## src/rtl/uart_cmd_slave.sv

```systemverilog
// UART command target: 2-byte write frames become wr_en strobes, 1-byte read frames become rd_en plus a tx response.
// Define UART_PARITY_EN for start/8 data/even parity/stop frames; leave it undefined for start/8 data/stop frames.
`timescale 1ns/1ps
module uart_cmd_slave #(
  parameter int BR        = 434,
  parameter int GAP_BITS  = 20,
  parameter int TURN_BITS = 2
) (
  input  logic       clk,
  input  logic       rst_n,
  input  logic       rx,
  output logic       tx,
  output logic       wr_en,
  output logic [6:0] wr_addr,
  output logic [7:0] wr_data,
  output logic       rd_en,
  output logic [6:0] rd_addr,
  input  logic [7:0] rd_data,
  output logic       parity_err,
  output logic       frame_err
);
  localparam int BRW      = $clog2(BR);
  localparam int GAP_CYC  = GAP_BITS * BR;
  localparam int TURN_CYC = TURN_BITS * BR;
  localparam int LONG_MAX = (GAP_CYC > TURN_CYC) ? GAP_CYC : TURN_CYC;
  localparam int LCW      = $clog2(LONG_MAX + 1);
  localparam logic [BRW-1:0] BR_LAST   = BRW'(BR - 1);
  localparam logic [BRW-1:0] HALF_LAST = BRW'(BR / 2 - 1);
  localparam logic [LCW-1:0] GAP_LAST  = LCW'(GAP_CYC - 1);
  localparam logic [LCW-1:0] TURN_LAST = LCW'(TURN_CYC - 1);

  localparam logic [3:0] S_IDLE      = 4'd0;
  localparam logic [3:0] S_RX_START  = 4'd1;
  localparam logic [3:0] S_RX_DATA   = 4'd2;
  localparam logic [3:0] S_RX_PARITY = 4'd3;
  localparam logic [3:0] S_RX_STOP   = 4'd4;
  localparam logic [3:0] S_WAIT_LOW  = 4'd5;
  localparam logic [3:0] S_WR        = 4'd6;
  localparam logic [3:0] S_RD_REQ    = 4'd7;
  localparam logic [3:0] S_RD_WAIT   = 4'd8;
  localparam logic [3:0] S_TURN      = 4'd9;
  localparam logic [3:0] S_TX_START  = 4'd10;
  localparam logic [3:0] S_TX_DATA   = 4'd11;
  localparam logic [3:0] S_TX_PARITY = 4'd12;
  localparam logic [3:0] S_TX_STOP   = 4'd13;
  localparam logic [3:0] S_BREAK     = 4'd14;

  logic           rx_meta_q, rx_sync_q, rx_prev_q;
  logic [3:0]     state_q, state_d;
  logic [BRW-1:0] br_cnt_q, br_cnt_d;
  logic [2:0]     bit_cnt_q, bit_cnt_d;
  logic [7:0]     shift_q, shift_d;
  logic [6:0]     addr_q, addr_d;
  logic [7:0]     data_q, data_d;
  logic           byte1_q, byte1_d;
  logic [LCW-1:0] long_cnt_q, long_cnt_d;
  logic           parity_err_q, parity_err_d;
  logic           frame_err_q, frame_err_d;
  logic           rx_fall, bit_tick;

  assign rx_fall  = rx_prev_q & ~rx_sync_q;
  assign bit_tick = (br_cnt_q == BR_LAST);

  always_comb begin
    state_d      = state_q;
    br_cnt_d     = bit_tick ? '0 : br_cnt_q + 1'b1;
    bit_cnt_d    = bit_cnt_q;
    shift_d      = shift_q;
    addr_d       = addr_q;
    data_d       = data_q;
    byte1_d      = byte1_q;
    long_cnt_d   = long_cnt_q;
    parity_err_d = 1'b0;
    frame_err_d  = 1'b0;
    case (state_q)
      S_IDLE: if (rx_fall) begin
        state_d  = S_RX_START;
        br_cnt_d = '0;
        byte1_d  = 1'b0;
      end
      // Mid-start re-sample rejects glitches; a glitch in the inter-byte gap resumes the gap timer.
      S_RX_START: if (br_cnt_q == HALF_LAST) begin
        br_cnt_d = '0;
        if (rx_sync_q) state_d = byte1_q ? S_WAIT_LOW : S_IDLE;
        else begin
          state_d   = S_RX_DATA;
          bit_cnt_d = '0;
        end
      end
      S_RX_DATA: if (bit_tick) begin
        shift_d   = {rx_sync_q, shift_q[7:1]};
        bit_cnt_d = bit_cnt_q + 1'b1;
`ifdef UART_PARITY_EN
        if (bit_cnt_q == 3'd7) state_d = S_RX_PARITY;
`else
        if (bit_cnt_q == 3'd7) state_d = S_RX_STOP;
`endif
      end
      S_RX_PARITY: if (bit_tick) begin
`ifdef UART_PARITY_EN
        if (rx_sync_q != ^shift_q) begin
          parity_err_d = 1'b1;
          state_d      = S_IDLE;
        end else state_d = S_RX_STOP;
`else
        state_d = S_RX_STOP;
`endif
      end
      S_RX_STOP: if (bit_tick) begin
        if (!rx_sync_q) begin
          frame_err_d = 1'b1;
          state_d     = S_BREAK;
        end else if (byte1_q) begin
          data_d  = shift_q;
          state_d = S_WR;
        end else begin
          addr_d = shift_q[6:0];
          if (shift_q[7]) begin
            state_d    = S_WAIT_LOW;
            long_cnt_d = '0;
          end else state_d = S_RD_REQ;
        end
      end
      S_WAIT_LOW: begin
        long_cnt_d = long_cnt_q + 1'b1;
        if (rx_fall) begin
          state_d  = S_RX_START;
          br_cnt_d = '0;
          byte1_d  = 1'b1;
        end else if (long_cnt_q == GAP_LAST) state_d = S_IDLE;
      end
      S_WR:      state_d = S_IDLE;
      S_RD_REQ:  state_d = S_RD_WAIT;
      S_RD_WAIT: begin
        shift_d    = rd_data;
        long_cnt_d = '0;
        state_d    = S_TURN;
      end
      S_TURN: begin
        long_cnt_d = long_cnt_q + 1'b1;
        if (long_cnt_q == TURN_LAST) begin
          state_d  = S_TX_START;
          br_cnt_d = '0;
        end
      end
      S_TX_START: if (bit_tick) begin
        state_d   = S_TX_DATA;
        bit_cnt_d = '0;
      end
      // Rotate rather than shift so the full byte is back in place for the parity bit.
      S_TX_DATA: if (bit_tick) begin
        shift_d   = {shift_q[0], shift_q[7:1]};
        bit_cnt_d = bit_cnt_q + 1'b1;
`ifdef UART_PARITY_EN
        if (bit_cnt_q == 3'd7) state_d = S_TX_PARITY;
`else
        if (bit_cnt_q == 3'd7) state_d = S_TX_STOP;
`endif
      end
      S_TX_PARITY: if (bit_tick) state_d = S_TX_STOP;
      S_TX_STOP:   if (bit_tick) state_d = S_IDLE;
      S_BREAK:     if (rx_sync_q) state_d = S_IDLE;
      default:     state_d = S_IDLE;
    endcase
  end

  always_ff @(posedge clk or negedge rst_n) begin
    if (!rst_n) begin
      rx_meta_q    <= 1'b1;
      rx_sync_q    <= 1'b1;
      rx_prev_q    <= 1'b1;
      state_q      <= S_IDLE;
      br_cnt_q     <= '0;
      bit_cnt_q    <= '0;
      shift_q      <= '0;
      addr_q       <= '0;
      data_q       <= '0;
      byte1_q      <= 1'b0;
      long_cnt_q   <= '0;
      parity_err_q <= 1'b0;
      frame_err_q  <= 1'b0;
    end else begin
      rx_meta_q    <= rx;
      rx_sync_q    <= rx_meta_q;
      rx_prev_q    <= rx_sync_q;
      state_q      <= state_d;
      br_cnt_q     <= br_cnt_d;
      bit_cnt_q    <= bit_cnt_d;
      shift_q      <= shift_d;
      addr_q       <= addr_d;
      data_q       <= data_d;
      byte1_q      <= byte1_d;
      long_cnt_q   <= long_cnt_d;
      parity_err_q <= parity_err_d;
      frame_err_q  <= frame_err_d;
    end
  end

  always_comb begin
    tx = 1'b1;
    case (state_q)
      S_TX_START:  tx = 1'b0;
      S_TX_DATA:   tx = shift_q[0];
      S_TX_PARITY: tx = ^shift_q;
      default:     tx = 1'b1;
    endcase
  end

  assign wr_en      = (state_q == S_WR);
  assign rd_en      = (state_q == S_RD_REQ);
  assign wr_addr    = addr_q;
  assign rd_addr    = addr_q;
  assign wr_data    = data_q;
  assign parity_err = parity_err_q;
  assign frame_err  = frame_err_q;
endmodule
```

## config.mk

```make
export PLATFORM = sky130hd
export DESIGN_NAME = uart_cmd_slave
export DESIGN_NICKNAME = d
export VERILOG_FILES = /design/src/rtl/uart_cmd_slave.sv
export SDC_FILE = /design/constraint.sdc
export NUM_CORES = 1
export LEC_CHECK = 0
export ABC_CLOCK_PERIOD_IN_PS = 3100
export CORE_MARGIN = 2
export CORE_UTILIZATION = 45
export DETAILED_ROUTE_END_ITERATION = 7
export HOLD_SLACK_MARGIN = 0.15
export PLACE_DENSITY_LB_ADDON = 0.1
export SLEW_MARGIN = 25
export SYNTH_ARGS = -nofsm -noshare
export SYNTH_HDL_FRONTEND = slang
export SYNTH_SLANG_ARGS = --single-unit
```

## constraint.sdc

```tcl
create_clock -name clk -period 3.1 [get_ports clk]
set_clock_uncertainty 0.2 [all_clocks]
set_input_delay 0.31 -clock clk [delete_from_list [all_inputs] [get_ports clk]]
set_output_delay 0.31 -clock clk [all_outputs]
set_load 0.05 [all_outputs]
```

==> results of run 1 <==
-- path summary, 6_finish.rpt --
kind	startpoint	end
max in group asynchronous	rst_n	rx_meta_q
worst max-delay path	shift_q[6]	tx
worst min register to register	rx_meta_q	rx_sync_q
worst min-delay path	rx_meta_q	rx_sync_q
worst max register to register	state_q[3]	state_q[0]
min in group asynchronous	rst_n	wr_data[3]
-- area by class of cell --
| class | instances | area [um2] |
|---|---|---|
| sequential | 58 | 1460 |
| tap | 99 | 124 |
| clock inverter | 1 | 30.0 |
| fill | 674 | 3250 |
| inverter | 11 | 41.3 |
| timing repair buffer | 44 | 430 |
| clock buffer | 14 | 193 |
| multi-input combinational | 247 | 1730 |
-- where the power goes --
part / switching [mW] / total (mW) / internal, mW / leakage [nW]
Combinational: 0.782 / 1.35 / 0.569 / 0.806
Clock: 0.310 / 0.787 / 0.477 / 0.115
Sequential: 0.212 / 1.10 / 0.883 / 0.750
Total: 1.30 / 3.23 / 1.93 / 1.67
-- synth_stat cells (4+ instances only) --
cell      instances  area, um2
a21oi_1          17       85.1
a31oi_1           6       37.5
and3_1            8       50.1
buf_2             8       40.0
buf_4            10       75.1
clkbuf_1          5       18.8
dfrtp_1          55       1380
ha_1              6       75.1
inv_1            11       41.3
mux2_2           14        158
mux2i_1          10        100
nand2_1          19       71.3
nand2b_1          8       50.1
nand3_1          12       60.1
nand4_1           6       37.5
nor2_1           27        101
nor2b_1           4       25.0
nor3_1            7       35.0
o21ai_0          19       95.1
o31ai_1           5       37.5
xnor2_1          11       96.3
xor2_1            4       35.0
-- critical path, delay by kind of cell (launching register included) --
kind	cells	cell delay, ns
buf+inv	1	0.82
xor+xnor	3	0.53
flops	1	0.43
compound gates	1	0.16
simple gates	1	0.06
-- kinds of logic (layout without fill, tap and decap cells) --
logic type,count (synthesis),count (layout),synth area share
AND/OR/NAND/NOR,123,123,0.213
AO/OA/AOI/OAI,77,77,0.157
flip-flops,58,58,0.431
buffers and inverters,36,70,0.0563
multiplexers,25,25,0.0808
XOR/XNOR,15,15,0.0389
adder cells (fa/ha/maj),6,6,0.0222
other,1,1,0.00111
-- stage by stage --
stage / std cells / utilization / power (mW) / cell area (um2) / hold WS [ns]
final: 474 / 0.552 / 3.23 / 4000 / 0.147
after global routing: 474 / 0.552 / 3.46 / 4000 / 0.160
after CTS: 474 / 0.552 / 3.23 / 4000 / 0.157
after detailed placement: 458 / 0.520 / 2.44 / 3770 / 0.150
after global placement: 458 / 0.520 / 2.44 / 3770 / 0.145
after floorplan: 341 / - / 2.13 / 3380 / -0.186
-- sequential cells by signal (all words and copies together) (netlist names) --
name	count
bit_cnt_q	3
state_q	4
byte1_q	1
wr_data	8
rx_prev_q	1
long_cnt_q	14
shift_q	8
rd_addr	7
frame_err	1
br_cnt_q	9
rx_meta_q	1
rx_sync_q	1
-- what timing repair did --
item / CTS / global route
setup buffers: 0 / 0
hold buffers: 1 / 0
hold endpoints to repair: 30 / 0
-- metal layers --
| metal | track usage | vias to the layer above | share of wire |
|---|---|---|---|
| met3 | 0.0401 | 8 | 0.047 |
| met2 | 0.280 | 63 | 0.44 |
| met4 | 0.0846 | 0 | 0.0099 |
| li1 | - | 1298 | - |
| met5 | 0 | - | 0 |
| met1 | 0.299 | 1249 | 0.50 |
==> results.ini, run 1 <==
[outcome]
status = finished, final reports clean

[global_route]
grt_max_degree = 32
track_usage = 0.200
antenna_found_initial = 0
grt_overflow = 0
grt_pass1_wl_mm = 13.0
grt_pass1_vias = 2525

[clock_network]
cts_resized = 0
cts_tree = yes
cts_sinks = 58
clockBufferDepth = 2
htreeDepth = 3
clk_latency_ns = 0.35
root_buffer = clkbuf_8
path_clk_slew_ns = 0.07
cts_made_buffers = 9

[die]
io_pins = 38
die_w_um = 90.6
dieArea_mm2 = 0.00821
rows = 31
start_util = 0.465
core_area_mm2 = 0.00725
die_h_um = 90.6

[logic_synthesis]
syn_avg_cell_area_um2 = 9.90
ys_warn_count = 0
syn_nets = 358
synth_seq_cells = 58
synthFlopType = dfrtp_1
ys_types = 68
ys_async_sr_fraction = 1.00
synth-edff-count = 0
syn_inst = 341
syn_area_mm2 = 0.00338
yosysSeqAreaShare = 0.431

[critical_path]
worst_path_most_repeated_cell = xnor2_1
crit_fanout = 5
rr_worst_depth = 5
crit_arrival_ns = 2.35
slowest_delay_ns = 0.82
reg2reg_setup_slack_ns = 0.75
cp.required_ns = 2.59
cp-end-kind = output pin
crit_path_start_kind = flip-flop
worstSetupPathType = reg -> out
crit_chain = xnor2_1 -> xnor2_1 -> xnor2_1 -> nor3_1 -> o21ai_0 -> clkdlybuf4s50_1
cpMaxStageDelayCell = clkdlybuf4s50_1

[timing]
slew_headroom = 0.521
slew_violations = 0
fmax_mhz = 350
finalCriticalPeriod_ns = 2.86
tightest_slew_ns = 0.718
setup_viol = 0
rsz0062_at_grt = no
fin_ws_ns = 0.244
fin_crit_sh = 0.921
hold_violations = 0
tns_ns = 0

[routing]
ant_nets = 0
drt_iter0_drc = 157
dr.pass1.iters = 4
vias = 2618
drc = 0
wire_per_inst_um = 16.2
drt-total-wl_mm = 7.67
vias_per_cell = 5.52

[job]
drv_cap = 0

[hold_path]
whs_path_depth = 0
min_path_type = reg -> reg

[placed_design]
dp_hpwl_mm = 5.40
place_ws_ns = 0.574
globalplace.congestion = 0.896
numPortBuffers = 36

[pwr]
leakage_nw = 1.67
vdd_ir_drop_max_v = 0.000330
powerDensity_mw_per_mm2 = 808

[layout]
most-common-layout-cells = 55 x dfrtp_1, 35 x clkdlybuf4s50_1, 27 x nor2_1
layout_commonest_cell = dfrtp_1
area_growth_pct = 18.6
drive_above_1_share = 0.160
nNetsFinal = 388
diodes = 0

Power figures use the tool's default switching activity.
==> run 2: changes to the inputs <==
--- a/config.mk
+++ b/config.mk
@@ -5,7 +5,7 @@
 export SDC_FILE = /design/constraint.sdc
 export NUM_CORES = 1
 export LEC_CHECK = 0
-export ABC_CLOCK_PERIOD_IN_PS = 3100
+export ABC_CLOCK_PERIOD_IN_PS = 3600
 export CORE_MARGIN = 2
 export CORE_UTILIZATION = 45
 export DETAILED_ROUTE_END_ITERATION = 7
==> constraint.sdc (replaced) <==
create_clock -name clk -period 3.6 [get_ports clk]
set_clock_uncertainty 0.2 [all_clocks]
set_input_delay 0.36 -clock clk [delete_from_list [all_inputs] [get_ports clk]]
set_output_delay 0.36 -clock clk [all_outputs]
set_load 0.05 [all_outputs]
==> run 2 against run 1 <==
  * Count of clock-buffer cells in the layout shrank 5
  * Core utilization shrank 0.43 points
  * First-iteration DRC count shrank 3.8%
  * Critical path depth shrank 2
  * Global-route usage shrank 0.66 points
  * Routed wire length shrank 3.6%
  * Critical endpoint unchanged
  * Largest cell class unchanged
==> results.ini, run 2 (same netlist as run 1, synthesis figures left out) <==
[critical_path]
crit_fanout = 20
cp.required_ns = 3.04
cpLargestDelayFamily = buffers and inverters
crit_chain = inv_1 -> nor3_1 -> o21ai_0 -> clkdlybuf4s50_1
cpMaxStageDelayCell = dfrtp_1
cp-end-kind = output pin
crit_path_start_kind = flip-flop
cp_num_buf_inv = 2
worstSetupPathType = reg -> out
slowest_delay_ns = 0.81
crit_arrival_ns = 2.52

[clock_network]
cts_resized = 0
root_buffer = clkbuf_8
cts_sinks = 58
clk_latency_ns = 0.34
path_clk_slew_ns = 0.08
cts_tree = yes
htreeDepth = 3
cts_made_buffers = 9
clockBufferDepth = 2

[die]
core_area_mm2 = 0.00725
rows = 31
die_w_um = 90.6
die_h_um = 90.6
io_pins = 38
start_util = 0.465
dieArea_mm2 = 0.00821

[timing]
fin_ws_ns = 0.520
fmax_mhz = 325
tightest_slew_ns = 0.823
finalCriticalPeriod_ns = 3.08
hold_violations = 0
setup_viol = 0
rsz0062_at_grt = no
fin_crit_sh = 0.856
tns_ns = 0
slew_violations = 0
slew_headroom = 0.451

[routing]
drt_iter0_drc = 151
drc = 0
drt-total-wl_mm = 7.40
dr.pass1.iters = 4
vias_per_cell = 5.58
ant_nets = 0
vias = 2624
wire_per_inst_um = 15.7

[layout]
largest_register_ffs = 14
diodes = 0
drive_above_1_share = 0.151
fillers = 659
nNetsFinal = 383
area_growth_pct = 17.7
layout_commonest_cell = dfrtp_1
most-common-layout-cells = 55 x dfrtp_1, 35 x clkdlybuf4s50_1, 27 x nor2_1
top_register = long_cnt_q
regArea_mm2 = 0.00146
reg_top3 = long_cnt_q (14), br_cnt_q (9)
fin_cells = 470
multi_input_area_mm2 = 0.00173

[outcome]
status = finished, final reports clean

[job]
drv_cap = 0

[hold_path]
min_path_type = reg -> reg

[placed_design]
place_ws_ns = 0.914
numPortBuffers = 36
place_inst = 453
globalplace.congestion = 0.869
dp_hpwl_mm = 5.17

[pwr]
powerDensity_mw_per_mm2 = 698
leakage_nw = 1.64
vdd_ir_drop_max_v = 0.000384

[global_route]
grt_pass1_wl_mm = 12.7
grt_pass1_vias = 2415
track_usage = 0.193
grt_overflow = 0
grt_max_degree = 37
antenna_found_initial = 0

-- run 2: cell types whose count changed in the layout (fill, tap and decap cells not counted), sizes merged --
| cell | delta |
|---|---|
| buf | -5 |
| clkbuf | -5 |
| bufinv | +2 |
| clkinvlp | +3 |
| clkinv | +1 |
-- run 2: metrics by stage --
stage	hold WS, ns	util	instance area, um2	total power [mW]
after floorplan	-0.136	-	3380	1.83
after global placement	0.147	0.513	3720	2.04
after detailed placement	0.150	0.513	3720	2.04
after CTS	0.155	0.548	3970	2.79
after global routing	0.158	0.548	3970	2.99
final	0.153	0.548	3970	2.77
-- run 2: cell type report --
class | instances | share of cell area
clock buffer | 9 | 0.0312
sequential | 58 | 0.366
inverter | 11 | 0.0104
timing repair buffer | 39 | 0.0957
clock inverter | 7 | 0.0296
tap | 99 | 0.0312
multi-input combinational | 247 | 0.436
-- run 2: routing by layer --
layer / vias up / global-route usage / share of wire / wire (um)
met5: - / 0 / 0 / 0
met4: 0 / 0.0538 / 0.0085 / 63
met2: 63 / 0.272 / 0.45 / 3330
met3: 4 / 0.0501 / 0.041 / 303
li1: 1285 / - / - / -
met1: 1272 / 0.293 / 0.50 / 3700
-- run 2: timing repair --
action / CTS / global route
buffers inserted: 0 / 0
hold endpoints to repair: 32 / 0
hold buffers: 1 / 0
setup endpoints to repair: 0 / 0
-- run 2: report_power, final --
| group | switching, mW | total (mW) | internal, mW |
|---|---|---|---|
| logic | 0.594 | 1.05 | 0.451 |
| clock network | 0.272 | 0.730 | 0.458 |
| registers | 0.237 | 0.997 | 0.759 |
-- run 2: final timing paths --
check	start	end	slack (ns)	cells after the start
max in group asynchronous	rst_n	long_cnt_q[7]	1.94	3
min in group asynchronous	rst_n	wr_data[3]	0.45	2
max reg2reg	state_q[3]	long_cnt_q[13]	1.00	5
min	rx_meta_q	rx_sync_q	0.15	0
min reg2reg	rx_meta_q	rx_sync_q	0.15	0
max	state_q[2]	tx	0.52	4
-- run 2: worst reg2reg max path, cell delays in order (launching register included) --
cell and delay [ns]:
dfrtp_1 0.76, nand2b_1 0.37, a21oi_1 0.26, nand2_1 0.34
or3_1 0.45, a21oi_1 0.15
==> run 3: changes to the inputs <==
--- a/config.mk
+++ b/config.mk
@@ -5,7 +5,7 @@
 export SDC_FILE = /design/constraint.sdc
 export NUM_CORES = 1
 export LEC_CHECK = 0
-export ABC_CLOCK_PERIOD_IN_PS = 3600
+export ABC_CLOCK_PERIOD_IN_PS = 2700
 export CORE_MARGIN = 2
 export CORE_UTILIZATION = 45
 export DETAILED_ROUTE_END_ITERATION = 7
==> constraint.sdc (replaced) <==
create_clock -name clk -period 2.7 [get_ports clk]
set_clock_uncertainty 0.2 [all_clocks]
set_input_delay 0.27 -clock clk [delete_from_list [all_inputs] [get_ports clk]]
set_output_delay 0.27 -clock clk [all_outputs]
set_load 0.05 [all_outputs]
==> run 3 against run 2 <==
  * Sequential cell count is the same
  * First-iteration DRC count grew 13%
  * Global-route usage is essentially flat
  * Hold slack gained 0.0050 ns
  * Setup slack lost 0.15 ns
  * Sequential power grew 28%
  * Die area is the same
  * Via count grew 2.0%
  * Critical path depth is the same
  * Largest cell class unchanged
  * Highest routed layer unchanged
==> results.ini, run 3 (same netlist as run 1, synthesis figures left out) <==
[outcome]
status = finished, final reports clean

[die]
die_h_um = 90.6
die_w_um = 90.6
io_pins = 38
rows = 31
dieArea_mm2 = 0.00821
start_util = 0.465
core_area_mm2 = 0.00725

[layout]
layout_commonest_cell = dfrtp_1
reg_top3 = long_cnt_q (14), br_cnt_q (9)
drive_above_1_share = 0.169
area_growth_pct = 18.0
largest_register_ffs = 14
most-common-layout-cells = 55 x dfrtp_1, 32 x clkdlybuf4s50_1, 27 x nor2_1
diodes = 0
top_register = long_cnt_q
fillers = 648
nNetsFinal = 390

[critical_path]
crit_fanout = 17
cp_num_buf_inv = 1
startpoint = state_q[0]
slowest_delay_ns = 0.58
crit_path_start_kind = flip-flop
rr_worst_depth = 5
crit-reg2reg-launch = rx_sync_q
cp.depth = 4
crit_path_end = tx
cp-end-kind = output pin
r2r-end = long_cnt_q[13]
crit_chain = or2_2 -> nor3_1 -> o21ai_0 -> buf_4
cpLargestDelayFamily = simple AND/OR/NAND/NOR gates
worstSetupPathType = reg -> out
cp.required_ns = 2.23
reg2reg_setup_slack_ns = 0.39
crit_arrival_ns = 1.86
cpMaxStageDelayCell = dfrtp_1

[placed_design]
numPortBuffers = 36
place_ws_ns = 0.365
dp_hpwl_mm = 5.21
globalplace.congestion = 0.888

[pwr]
power.switching_mw = 1.47
pwr-share-comb = 0.424
leakage_nw = 1.67
p_int_mw = 2.09
switching_share = 0.412
vdd_ir_drop_max_v = 0.000433
seqPwrFrac = 0.360
powerDensity_mw_per_mm2 = 894
p_clk_frac = 0.216

[routing]
drt-total-wl_mm = 7.42
drt_iter0_drc = 170
dr.pass1.iters = 4
vias = 2676
wire_per_inst_um = 15.6
drc = 0
vias_per_cell = 5.61
ant_nets = 0

[global_route]
grt_max_degree = 33
antenna_found_initial = 0
track_usage = 0.193
grt_pass1_vias = 2485
grt_pass1_wl_mm = 12.7
grt_overflow = 0

[timing]
rsz0062_at_grt = no
tightest_slew_ns = 0.642
fin_ws_ns = 0.365
slew_headroom = 0.572
fin_crit_sh = 0.865
fmax_mhz = 428
hold_violations = 0
finalCriticalPeriod_ns = 2.33
holdWs_ns = 0.158
slew_violations = 0
setup_viol = 0
tns_ns = 0

[job]
drv_cap = 0

[clock_network]
cts_tree = yes
cts_sinks = 58
post_cts_buffers = 0
path_clk_slew_ns = 0.07
clk_latency_ns = 0.34
htreeDepth = 3
cts_made_buffers = 9
clockBufferDepth = 2
root_buffer = clkbuf_8

[hold_path]
min_path_type = reg -> reg
hp-start = rx_meta_q

==> run 3: power groups by stage <==
stage / Combinational, mW / Sequential, mW / Clock [mW]
2_1_floorplan: 1.28 / 1.16 / 0
3_3_place_gp: 1.50 / 1.29 / 0
3_5_place_dp: 1.50 / 1.30 / 0
4_1_cts: 1.51 / 1.28 / 0.785
5_1_grt: 1.69 / 1.32 / 0.837
6_report: 1.51 / 1.28 / 0.769
==> run 3: through the flow <==
stage	util	std cells	total power [mW]	area, um2
floorplan	-	341	2.44	3380
global placement	0.520	459	2.79	3770
detailed placement	0.520	459	2.80	3770
CTS	0.549	477	3.58	3980
global route	0.549	477	3.84	3980
finish	0.549	477	3.56	3980
==> run 3: how the worst min path moves through the flow <==
stage                         endpoint  slack (ns)  cells after the start
after floorplan           bit_cnt_q[0]       -0.23                      0
after global placement      wr_data[3]        0.13                      1
after detailed placement    wr_data[3]        0.13                      1
after CTS                    rx_sync_q        0.16                      0
after global routing         rx_sync_q        0.16                      0
final                        rx_sync_q        0.16                      0
==> run 3: worst register-to-register path: cells and delay by family (launching register included) <==
family          cells  cell delay [ns]
simple gates        3             0.96
flops               1             0.67
compound gates      2             0.40
==> run 3: what timing repair did <==
item,CTS,global route
setup endpoints to repair,0,0
hold endpoints to repair,24,0
hold buffers,2,0
gates resized for setup,0,0
==> run 3: layout make-up <==
class	instances	area, um2	share of cell area
Multi-Input combinational cell	247	1730	0.434
Sequential cell	58	1460	0.365
Timing Repair Buffer	46	440	0.111
Clock buffer	14	183	0.0459
Tap cell	99	124	0.0311
Inverter	11	41.3	0.0104
Clock inverter	2	10.0	0.00251
==> run 3: metal layers <==
layer	global-route usage	vias up	wire (um)	part of all wire
met3	0.0367	10	306	0.041
met2	0.289	60	3410	0.46
met1	0.276	1307	3590	0.48
met4	0.0756	0	113	0.015
li1	-	1299	-	-
met5	0	-	0	0
